## src/rtl/pipe_stage_ctrl.sv

```systemverilog
// Fetch PC, IF/DE register and DE/MW control register for a 3-stage pipeline; optional perf counters under PIPE_PERF_CNT_EN.
// Latency: one cycle per stage; a redirect shows on pc_if the cycle after br_taken.
// Backpressure: stall_if holds PC and IF/DE and injects a DE/MW bubble; a stall watchdog flags stall_err.
module pipe_stage_ctrl #(
  parameter logic [31:0] RESET_PC    = 32'h0000_0000,
  parameter logic [31:0] NOP_INST    = 32'h0000_0013,
  parameter int          STALL_LIMIT = 4,
  parameter int          CNT_W       = 32
) (
  input  logic        clk,
  input  logic        rst,
  input  logic [31:0] inst_if,
  input  logic        stall_if,
  input  logic        flush_de,
  input  logic        br_taken,
  input  logic [31:0] br_target,
  input  logic [4:0]  rd_de,
  input  logic        rf_en_de,
  input  logic [1:0]  sel_wb_de,
  output logic [31:0] pc_if,
  output logic [31:0] pc_de,
  output logic [31:0] inst_de,
  output logic        valid_de,
  output logic [31:0] pc_mw,
  output logic [4:0]  rd_mw,
  output logic        rf_en_mw,
  output logic [1:0]  sel_wb_mw,
  output logic        valid_mw,
  output logic        stall_err
`ifdef PIPE_PERF_CNT_EN
  ,
  output logic [CNT_W-1:0] cnt_retired,
  output logic [CNT_W-1:0] cnt_stall,
  output logic [CNT_W-1:0] cnt_flush
`endif
);

  typedef enum logic [1:0] {BOOT, RUN, STALL, REDIRECT} state_t;

  localparam logic [7:0] LIMIT8 = 8'(STALL_LIMIT);

  state_t      state_q, state_d;
  logic [31:0] pc_if_d, pc_de_d, inst_de_d, pc_mw_d;
  logic        valid_de_d, valid_mw_d, rf_en_mw_d;
  logic [4:0]  rd_mw_d;
  logic [1:0]  sel_wb_mw_d;
  logic [7:0]  stall_cnt, stall_cnt_d;
  logic        stall_err_d;
  logic        do_stall, do_flush;

  always_comb begin
    state_d     = state_q;
    pc_if_d     = pc_if;
    pc_de_d     = pc_de;
    inst_de_d   = inst_de;
    valid_de_d  = valid_de;
    pc_mw_d     = pc_de;
    rd_mw_d     = rd_de;
    rf_en_mw_d  = rf_en_de & valid_de;
    sel_wb_mw_d = sel_wb_de;
    valid_mw_d  = valid_de;
    do_stall    = 1'b0;
    do_flush    = 1'b0;

    if (state_q == BOOT) begin
      // hazard inputs are meaningless before the first fetch
      state_d     = RUN;
      pc_if_d     = RESET_PC + 32'd4;
      pc_de_d     = RESET_PC;
      inst_de_d   = inst_if;
      valid_de_d  = 1'b1;
      pc_mw_d     = '0;
      rd_mw_d     = '0;
      rf_en_mw_d  = 1'b0;
      sel_wb_mw_d = '0;
      valid_mw_d  = 1'b0;
    end else if (br_taken) begin
      state_d    = REDIRECT;
      pc_if_d    = br_target & 32'hFFFF_FFFC;
      pc_de_d    = '0;
      inst_de_d  = NOP_INST;
      valid_de_d = 1'b0;
      do_flush   = 1'b1;
    end else if (stall_if) begin
      state_d     = STALL;
      pc_mw_d     = '0;
      rd_mw_d     = '0;
      rf_en_mw_d  = 1'b0;
      sel_wb_mw_d = '0;
      valid_mw_d  = 1'b0;
      do_stall    = 1'b1;
    end else begin
      state_d = RUN;
      pc_if_d = pc_if + 32'd4;
      if (flush_de) begin
        pc_de_d    = '0;
        inst_de_d  = NOP_INST;
        valid_de_d = 1'b0;
        do_flush   = 1'b1;
      end else begin
        pc_de_d    = pc_if;
        inst_de_d  = inst_if;
        valid_de_d = 1'b1;
      end
    end

    if (do_stall) stall_cnt_d = (stall_cnt == 8'hFF) ? stall_cnt : stall_cnt + 8'd1;
    else          stall_cnt_d = 8'd0;
    stall_err_d = stall_err | (stall_cnt_d >= LIMIT8);
  end

  always_ff @(posedge clk or posedge rst) begin
    if (rst) begin
      state_q   <= BOOT;
      pc_if     <= RESET_PC;
      pc_de     <= '0;
      inst_de   <= NOP_INST;
      valid_de  <= 1'b0;
      pc_mw     <= '0;
      rd_mw     <= '0;
      rf_en_mw  <= 1'b0;
      sel_wb_mw <= '0;
      valid_mw  <= 1'b0;
      stall_cnt <= '0;
      stall_err <= 1'b0;
    end else begin
      state_q   <= state_d;
      pc_if     <= pc_if_d;
      pc_de     <= pc_de_d;
      inst_de   <= inst_de_d;
      valid_de  <= valid_de_d;
      pc_mw     <= pc_mw_d;
      rd_mw     <= rd_mw_d;
      rf_en_mw  <= rf_en_mw_d;
      sel_wb_mw <= sel_wb_mw_d;
      valid_mw  <= valid_mw_d;
      stall_cnt <= stall_cnt_d;
      stall_err <= stall_err_d;
    end
  end

`ifdef PIPE_PERF_CNT_EN
  always_ff @(posedge clk or posedge rst) begin
    if (rst) begin
      cnt_retired <= '0;
      cnt_stall   <= '0;
      cnt_flush   <= '0;
    end else begin
      if (valid_mw) cnt_retired <= cnt_retired + 1'b1;
      if (do_stall) cnt_stall   <= cnt_stall + 1'b1;
      if (do_flush) cnt_flush   <= cnt_flush + 1'b1;
    end
  end
`endif

endmodule

```

## config.mk

```make
export PLATFORM = sky130hd
export DESIGN_NAME = pipe_stage_ctrl
export DESIGN_NICKNAME = d
export VERILOG_FILES = /design/src/rtl/pipe_stage_ctrl.sv
export SDC_FILE = /design/constraint.sdc
export NUM_CORES = 1
export LEC_CHECK = 0
export ABC_AREA = 1
export BUFFER_PORTS_ARGS = -buffer_cell sky130_fd_sc_hd__buf_2
export CORE_UTILIZATION = 40
export DETAILED_ROUTE_END_ITERATION = 10
export PLACE_DENSITY = 0.69
export SLEW_MARGIN = 0
export SYNTH_ARGS = -nofsm -noshare
export SYNTH_HDL_FRONTEND = slang
export SYNTH_SLANG_ARGS = --single-unit
```

## constraint.sdc

```tcl
create_clock -name clk -period 4.6 [get_ports clk]
set_clock_uncertainty 0.1 [all_clocks]
set_input_delay 0.69 -clock clk [delete_from_list [all_inputs] [get_ports clk]]
set_output_delay 0.69 -clock clk [all_outputs]
set_load 0.05 [all_outputs]
```

# Word level (Yosys, flattened, before mapping)

Cells that the tools add are included.

Flip-flop bits (word level): 149
Input bits: 77
Logic and storage cells: 58

Add/subtract/negate cells: 2
$lt $le $gt $ge: 1
Equal/unequal tests: 2
Mux-type cells: 38
Bitwise logic cells: 2
Reduce and logical (&&, ||, !) cells: 1

Operators with widths:

| operator                                                                            | count |
|---|---|
| 32-bit 2-to-1 mux                                                                   | 14 |
| 32-bit by 3-bit adder with 32-bit output, second input constant                     | 1 |
| 8-bit 2-to-1 mux                                                                    | 2 |
| 5-bit 2-to-1 mux                                                                    | 3 |
| 1-bit 2-to-1 mux                                                                    | 13 |
| 2-bit 2-to-1 mux                                                                    | 6 |
| 8-bit by 1-bit adder with 8-bit output, second input constant                       | 1 |
| 8-bit == test, second input constant                                                | 1 |
| 8-bit by 3-bit greater-or-equal comparator with 1-bit output, second input constant | 1 |
| 3-bit by 1-bit inequality test with 1-bit output, second input constant             | 1 |
| 2-bit zero test                                                                     | 1 |
| 1-bit bitwise AND                                                                   | 1 |
| 1-bit OR                                                                            | 1 |

# Logic depth before layout (Yosys ltp)

Gate-level depths: netlist of run 1.

Depth in word-level cells: 6
Depth in mapped cells: 10

# Worst setup path before layout of run 1

No wires, ideal clock.

Kind: reg-to-reg
Start point: reg pc_if[2]
End point: reg pc_if[26]
Setup time: 118 ps
Arrival time: 1733 ps
Path slack: 2649 ps
Cell stages (with the launch flop): 11
Cell sequence: dfrtp_1 > ha_1 > nand3_2 > inv_2 > nand2_2 > inv_2 > nand2_1 > nand2_1 > nand3_1 > nand2_1 > nand2_1

Cells in the longest elaborated chain, start to end: 4

Ends and longest elaborated chain:

| what                                     | RTL line | source |
|---|---|---|
| start: declaration                       | 20       | `output logic [31:0] pc_if,` |
| start signal: assignment                 | 128      | `pc_if <= pc_if_d;` |
| 32-bit by 3-bit adder with 32-bit output | 94       | `pc_if_d = pc_if + 32'd4;` |
| 32-bit 2-to-1 mux                        | 84       | `end else if (stall_if) begin` |
| 32-bit 2-to-1 mux                        | 77       | `end else if (br_taken) begin` |
| 32-bit 2-to-1 mux                        | 65       | `if (state_q == BOOT) begin` |

Every way passes these cells. The select of a mux whose other input is x is not followed.
A chain may end at the register's enable or synchronous reset.

# Final worst setup path of run 1

Start point: reg state_q[1]
End point: reg stall_err

Cells in the longest elaborated chain, start to end: 5

Ends and longest elaborated chain:

| what                                                         | RTL line | source |
|---|---|---|
| start: declaration                                           | 42       | `state_t state_q, state_d;` |
| start signal: assignment                                     | 127      | `state_q <= state_d;` |
| 2-bit zero test                                              | 65       |  |
| 1-bit 2-to-1 mux                                             | 65       |  |
| 8-bit 2-to-1 mux                                             | 107      | `if (do_stall) stall_cnt_d = (stall_cnt == 8'hFF) ? stall_cnt : stall_cnt + 8'd1;` |
| 8-bit by 3-bit greater-or-equal comparator with 1-bit output | 109      | `stall_err_d = stall_err \| (stall_cnt_d >= LIMIT8);` |
| 1-bit OR                                                     | 109      |  |
| named net stall_err_d                                        | 48       | `logic stall_err_d;` |
| end signal: assignment                                       | 138      | `stall_err <= stall_err_d;` |
| end: declaration                                             | 29       | `output logic stall_err` |

The timed path passes the listed nets, and every way through them passes these cells.

==> reports/summary.txt, run 1 <==
final core occ: 0.5229
first-pass GRT wire length: 27610 um
worst hold path class: in -> reg
part of the cycle the worst path needs: 0.5237
DP HPWL: 12220 um
number of clock sinks: 145
worst-path cell chain: nor2_2 -> nor2_4 -> buf_4 -> inv_2 -> a21oi_1 -> nand2_1 -> nand2_1 -> nor2_1 -> nand2_1
setup_tns: 0 ns
final WL: 17530 um
core area: 16000 um^2
synth unique cells: 34
Reg clk slew, reported paths: 0.06 ns
initial antenna violation count: 2
max_cap viols: 0
Hold Buf Count CTS: 0
syn_area_per_cell: 8.182 um^2
DP Cell Count: 1207
routed vias/inst: 4.703
Slew headroom: 0.1822
clock root cell: clkbuf_16
vias: 5832
die footprint: 17020 um^2
WL per Instance: 14.14 um
Mapped Cells: 807
worst reg2reg startpoint: state_q[1]
Seq/Total Area, Yosys: 0.5501
CTS tree: built
Worst EP arrival: 2.62 ns
Critical Path Max Stage Delay: 0.83 ns
Die Span Y: 130.5 um
Clock Latency Late Sink: 0.43 ns
met3 Use GR: 0.06148
CTS Buffer Depth: 2
Crit Path Category: reg -> reg
Final GP Congestion: 0.9014
outcome: complete, no violations
Max rail drop VDD: 0.2721 mV
layout cells sized above 1: 0.2737
Slew Viols, Final: 0
DP Area: 7770 um^2
Finished Layout Cells: 1240
FP Rows: 46
Power, Total: 3.572 mW
post-CTS setup buffers: 0
Yosys Warn Count: 0
DR pass1 iterations: 5
HP Start: rd_de[0]
leak pwr: 4.513 nW
Die W: 130.5 um
Initial Util: 0.4127
final hold viol count: 0
design area: 8367 um^2
H-tree Lvls: 4
Cell Area, Synth: 6603 um^2
Synth Flop Type: dfrtp_1
vias in the first global route: 5462
largest net degree at the start of global routing: 146
Final Net Count: 1089
CP startpoint: state_q[1]
post-layout min period: 2.409 ns
critical path endpoint category: flip-flop
gr usage total: 0.2151
R2R Setup Slk: 2.19 ns
Max FO, Critical Path: 52
number of flops mapped to enable cells by yosys: 0
pwr/cell area: 426.9 nW/um^2
cts repair resizes: 0
final setup fails: 0
slowest CP cell: inv_2
RSZ-0062 raised after global routing: false
most common cell after layout, fill and taps aside: buf_2
crit-path most repeated cell: nand2_1
met1 Usage GRT: 0.2639
FMAX: 415.1 MHz
Worst Path Required: 4.81 ns
Synth top area share: 0.5382
most frequent cells in the layout: buf_2, nand2_1, dfrtp_1, nor2_1, inv_1
1st-iter DRT viols: 381
remaining antenna violation count: 0
dominant cells by area after synthesis: dfrtp_1, nand2_1, nor2_1
total gr overflow: 0
Layout area overhead: 26.72%
buffers added on ports: 211
crit path launch type: flip-flop
met2 GRT Util: 0.3576
cts bufs inserted: 17
dominant cell type by area after synthesis: dfrtp_1
asr flop ratio synth: 1.000
# IOs: 216
Synth Register Bits: 145
gr busiest metal: met2
# DRC: 0
Least-Margin Pin Slew: 1.227 ns
## final cells by class
| type | instances | area [um^2] |
|---|---|---|
| antenna | 1 | 2.502 |
| timing repair buffer | 215 | 1099 |
| fill | 1540 | 7634 |
| clock inverter | 13 | 161.4 |
| inverter | 128 | 484.2 |
| clock buffer | 19 | 432.9 |
| tap | 216 | 270.3 |
| multi-input combinational | 503 | 2285 |
| sequential | 145 | 3632 |
## logic make-up (layout without fill, tap and decap cells)
kind of cell / after synthesis / after routing / share of synthesized area
xor+xnor: 3 / 3 / 0.003980
flops: 145 / 145 / 0.5501
buf+inv: 160 / 375 / 0.1044
compound gates: 103 / 103 / 0.08850
fa+ha+maj: 2 / 2 / 0.003789
other cells: 1 / 3 / 0.0005680
simple gates: 393 / 393 / 0.2486
## worst paths after layout
path                                    to  cells after the start
worst max register to register   stall_err                      9
worst max-delay path             stall_err                      9
max in group asynchronous        pc_if[29]                      3
worst min-delay path              rd_mw[0]                      3
worst min register to register  inst_de[3]                      2
min in group asynchronous         pc_mw[7]                      3
## cells in the mapped netlist, types with 2 or more instances
cell	count
nand4_1	4
o211ai_1	3
nand3_1	45
clkbuf_1	4
a21oi_1	2
nor2_2	7
o21ai_1	5
nor2_4	5
buf_4	6
ha_1	2
clkbuf_8	3
nand2_1	186
buf_6	2
inv_1	121
xnor2_1	2
o22ai_1	36
inv_2	7
o21ai_0	52
nand3_2	2
nor2_1	134
dfrtp_1	142
nand2_2	6
buf_2	17
dfstp_2	3
a21oi_2	2
## stage by stage
step	hold WS, ns	setup WS (ns)
final	0.3649	2.191
after detailed placement	0.3718	1.797
after floorplan	0.4044	1.993
after global placement	0.3599	1.784
after global routing	0.3543	1.967
after CTS	0.3420	2.166
## report_power, final
group / switching [mW] / internal [mW]
logic: 0.562 / 0.164
clock network: 0.548 / 0.853
registers: 0.0832 / 1.36
## per-layer routing
| layer | vias up | part of all wire |
|---|---|---|
| met3 | 29 | 0.073 |
| met4 | 2 | 0.022 |
| met2 | 208 | 0.48 |
| li1 | 2906 | - |
| met1 | 2687 | 0.42 |
| met5 | - | 0.00074 |
## critical path, delay by kind of cell, from the launching register on
family,cells,cell delay (ns)
compound gates,1,0.07
buf+inv,2,1.13
flops,1,0.37
simple gates,6,0.63
## registers in the layout, indices dropped and copies added, names as in the netlist, 2 cells and up
name,cells
pc_de,31
state_q,2
pc_mw,31
pc_if,30
sel_wb_mw,2
stall_cnt,8
rd_mw,5
inst_de,32
(Power assumes the default switching activity.)
==> inputs of run 2 (changes only) <==
- ABC_AREA: 1 -> 0
- PLACE_DENSITY: 0.69 -> 0.68
- clock period: 4.6 -> 2.3 ns (I/O delays scaled with it)
==> run 2 against run 1 <==
Cell area decreased by 5.7%. Flip-flop and latch count unchanged. Hold slack lost 0.32 ns. Critical path type unchanged. Die area fell by 9.3%. Utilization increased by 2.0 points. Largest cell class unchanged. Clock power increased by 110%. Register-to-register slack got worse by 1.9 ns. Cell count decreased by 27%. Sequential share of layout area increased by 2.6 points.
==> reports/summary.txt, run 2 <==
Final GP Congestion: 0.8753 (was 0.9014)
DP Area: 7237 um^2 (was 7770 um^2)
vias: 4806 (was 5832)
FMAX: 493.7 MHz (was 415.1 MHz)
Yosys Warn Count: 0 (unchanged)
Least-Margin Pin Slew: 0.5491 ns (was 1.227 ns)
Crit Path Category: reg -> reg (unchanged)
Max FO, Critical Path: 6 (was 52)
sequential cell area: 3632 um^2 (unchanged)
Die W: 124.3 um (was 130.5 um)
DP HPWL: 11450 um (was 12220 um)
post-layout min period: 2.026 ns (was 2.409 ns)
worst hold path class: in -> reg (unchanged)
setup_tns: 0 ns (unchanged)
HP Start: rf_en_de (was rd_de[0])
largest net degree at the start of global routing: 76 (was 146)
RSZ-0062 raised after global routing: false (unchanged)
Multi-input gate area: 2155 um^2 (was 2285 um^2)
Regs by FF count: inst_de (32), pc_de (31), pc_mw (31) (unchanged)
Synth top area share: 0.5943 (was 0.5382)
syn_area_per_cell: 11.84 um^2 (was 8.182 um^2)
Initial Util: 0.4114 (was 0.4127)
Synth Register Bits: 145 (unchanged)
post-CTS setup buffers: 0 (unchanged)
most frequent cells in the layout: buf_2, dfrtp_1, a22o_1, and3_1, a21oi_1 (was buf_2, nand2_1, dfrtp_1, nor2_1, inv_1)
synth unique cells: 51 (was 34)
CTS Buffer Depth: 2 (unchanged)
buffers added on ports: 211 (unchanged)
number of flops mapped to enable cells by yosys: 0 (unchanged)
clock root cell: clkbuf_16 (unchanged)
die footprint: 15440 um^2 (was 17020 um^2)
Die Span Y: 124.3 um (was 130.5 um)
initial antenna violation count: 0 (was 2)
total gr overflow: 0 (unchanged)
most common cell after layout, fill and taps aside: buf_2 (unchanged)
final hold viol count: 0 (unchanged)
1st-iter DRT viols: 283 (was 381)
max reg flops: 32 (unchanged)
Slew headroom: 0.6340 (was 0.1822)
final WL: 16040 um (was 17530 um)
worst setup margin: 0.2744 ns (was 2.191 ns)
vias in the first global route: 4801 (was 5462)
Worst EP arrival: 2.27 ns (was 2.62 ns)
max_cap viols: 0 (unchanged)
Mapped Cells: 505 (was 807)
routed vias/inst: 5.281 (was 4.703)
CTS tree: built (unchanged)
first-pass GRT wire length: 26120 um (was 27610 um)
count leader, synth: dfrtp_1 (was nand2_1)
Slew Viols, Final: 0 (unchanged)
Synth top cells by count: dfrtp_1, a22o_1, and3_1 (was nand2_1, dfrtp_1, nor2_1)
worst reg2reg startpoint: stall_cnt[0] (was state_q[1])
design area: 7893 um^2 (was 8367 um^2)
Clock Latency Late Sink: 0.41 ns (was 0.43 ns)
outcome: complete, no violations (unchanged)
Reg clk slew, reported paths: 0.06 ns (about the same)
Seq/Total Area, Yosys: 0.6074 (was 0.5501)
DR pass1 iterations: 4 (was 5)
Antenna Cells: 0 (was 1)
largest reg by FF count: inst_de (unchanged)
dominant cells by area after synthesis: dfrtp_1, a22o_1, and3_1 (was dfrtp_1, nand2_1, nor2_1)
asr flop ratio synth: 1.000 (unchanged)
FP Rows: 44 (was 46)
remaining antenna violation count: 0 (unchanged)
CP startpoint: stall_cnt[0] (was state_q[1])
leak pwr: 4.174 nW (was 4.513 nW)
# IOs: 216 (unchanged)
Synth Flop Type: dfrtp_1 (unchanged)
part of the cycle the worst path needs: 0.8807 (was 0.5237)
pwr/cell area: 889.7 nW/um^2 (was 426.9 nW/um^2)
crit path launch type: flip-flop (unchanged)
Cell Area, Synth: 5979 um^2 (was 6603 um^2)
H-tree Lvls: 4 (unchanged)
gr usage total: 0.2149 (was 0.2151)
WL per Instance: 17.63 um (was 14.14 um)
layout cells sized above 1: 0.3829 (was 0.2737)
critical path endpoint category: flip-flop (unchanged)
cts bufs inserted: 17 (unchanged)
Filler cells: 1281 (was 1540)
Worst Path Required: 2.54 ns (was 4.81 ns)
dominant cell type by area after synthesis: dfrtp_1 (unchanged)
core area: 14530 um^2 (was 16000 um^2)
Max rail drop VDD: 0.5076 mV (was 0.2721 mV)
Final Net Count: 792 (was 1089)
final setup fails: 0 (unchanged)
number of clock sinks: 145 (unchanged)
Layout area overhead: 31.99% (was 26.72%)
# DRC: 0 (unchanged)
pre-CTS setup slack: 0.2846 ns (was 1.797 ns)
run 2: cell types whose count changed after synthesis, sizes merged, moves of 23 or more:
cell / before / now
o22ai: 36 / 0
a22o: 0 / 59
o21ai: 57 / 22
nand3: 47 / 19
inv: 128 / 6
and3: 0 / 47
clkbuf: 7 / 31
a21oi: 4 / 27
nand2: 193 / 22
nor2: 146 / 26
run 2: worst max-delay path, cell delays in order, from the launching register on:
cell	delay (ns)
dfrtp_1	0.45
ha_1	0.30
nand2_1	0.11
or3_1	0.45
a2111oi_4	0.39
nor2_2	0.05
nand4b_1	0.10
run 2: repair_timing:
action | 4_1_cts | 5_1_grt
hold endpoints to repair | 16 | 0
gates resized for setup | 0 | 0
hold buffers | 1 | 0
run 2: final cells by class:
| cell class | count | share of cell area |
|---|---|---|
| Clock buffer | 20 | 0.05913 |
| Clock inverter | 12 | 0.02267 |
| Inverter | 6 | 0.003329 |
| Multi-Input combinational cell | 316 | 0.2730 |
| Sequential cell | 145 | 0.4602 |
| Tap cell | 184 | 0.02917 |
| Timing Repair Buffer | 227 | 0.1525 |
run 2: final timing paths:
check	to	slack [ns]	depth (start not counted)
max reg2reg	stall_err	0.27	6
min reg2reg	inst_de[10]	0.40	1
max in group asynchronous	pc_if[10]	1.00	4
max	stall_err	0.27	6
min	rf_en_mw	0.04	2
min in group asynchronous	pc_mw[28]	0.39	3
run 2: per-layer routing:
layer  routed length (um)  global-route usage  up-vias
met5                    0                   0        -
met4                  395             0.09497        0
met3                  903             0.05498       25
met2                 7516              0.3214      160
met1                 7228              0.2946     2378
li1                     -                   -     2243
run 2: power breakdown:
| group | leakage [nW] | internal [mW] | total (mW) | switching, mW |
|---|---|---|---|---|
| clock network | 0.320 | 1.91 | 2.95 | 1.04 |
| registers | 1.90 | 2.71 | 2.88 | 0.167 |
| logic | 1.96 | 0.313 | 1.20 | 0.887 |
run 2: cell families after synthesis:
group | count (synthesis) | synth area share
adder cells (fa/ha/maj) | 2 | 0.004184
buffers and inverters | 45 | 0.03369
other | 1 | 0.0006271
AND/OR/NAND/NOR | 156 | 0.1540
flip-flops | 145 | 0.6075
XOR/XNOR | 30 | 0.04394
multiplexers | 6 | 0.01004
AO/OA/AOI/OAI | 120 | 0.1461
run 2: stage by stage:
step / util / cells / hold WS, ns / total power, mW
floorplan: - / 506 / 0.3727 / 3.755
global placement: 0.4979 / 877 / 0.2627 / 4.102
detailed placement: 0.4979 / 877 / 0.2792 / 4.124
CTS: 0.5430 / 910 / 0.02217 / 7.100
global route: 0.5430 / 910 / 0.02662 / 7.301
finish: 0.5430 / 910 / 0.03997 / 7.022
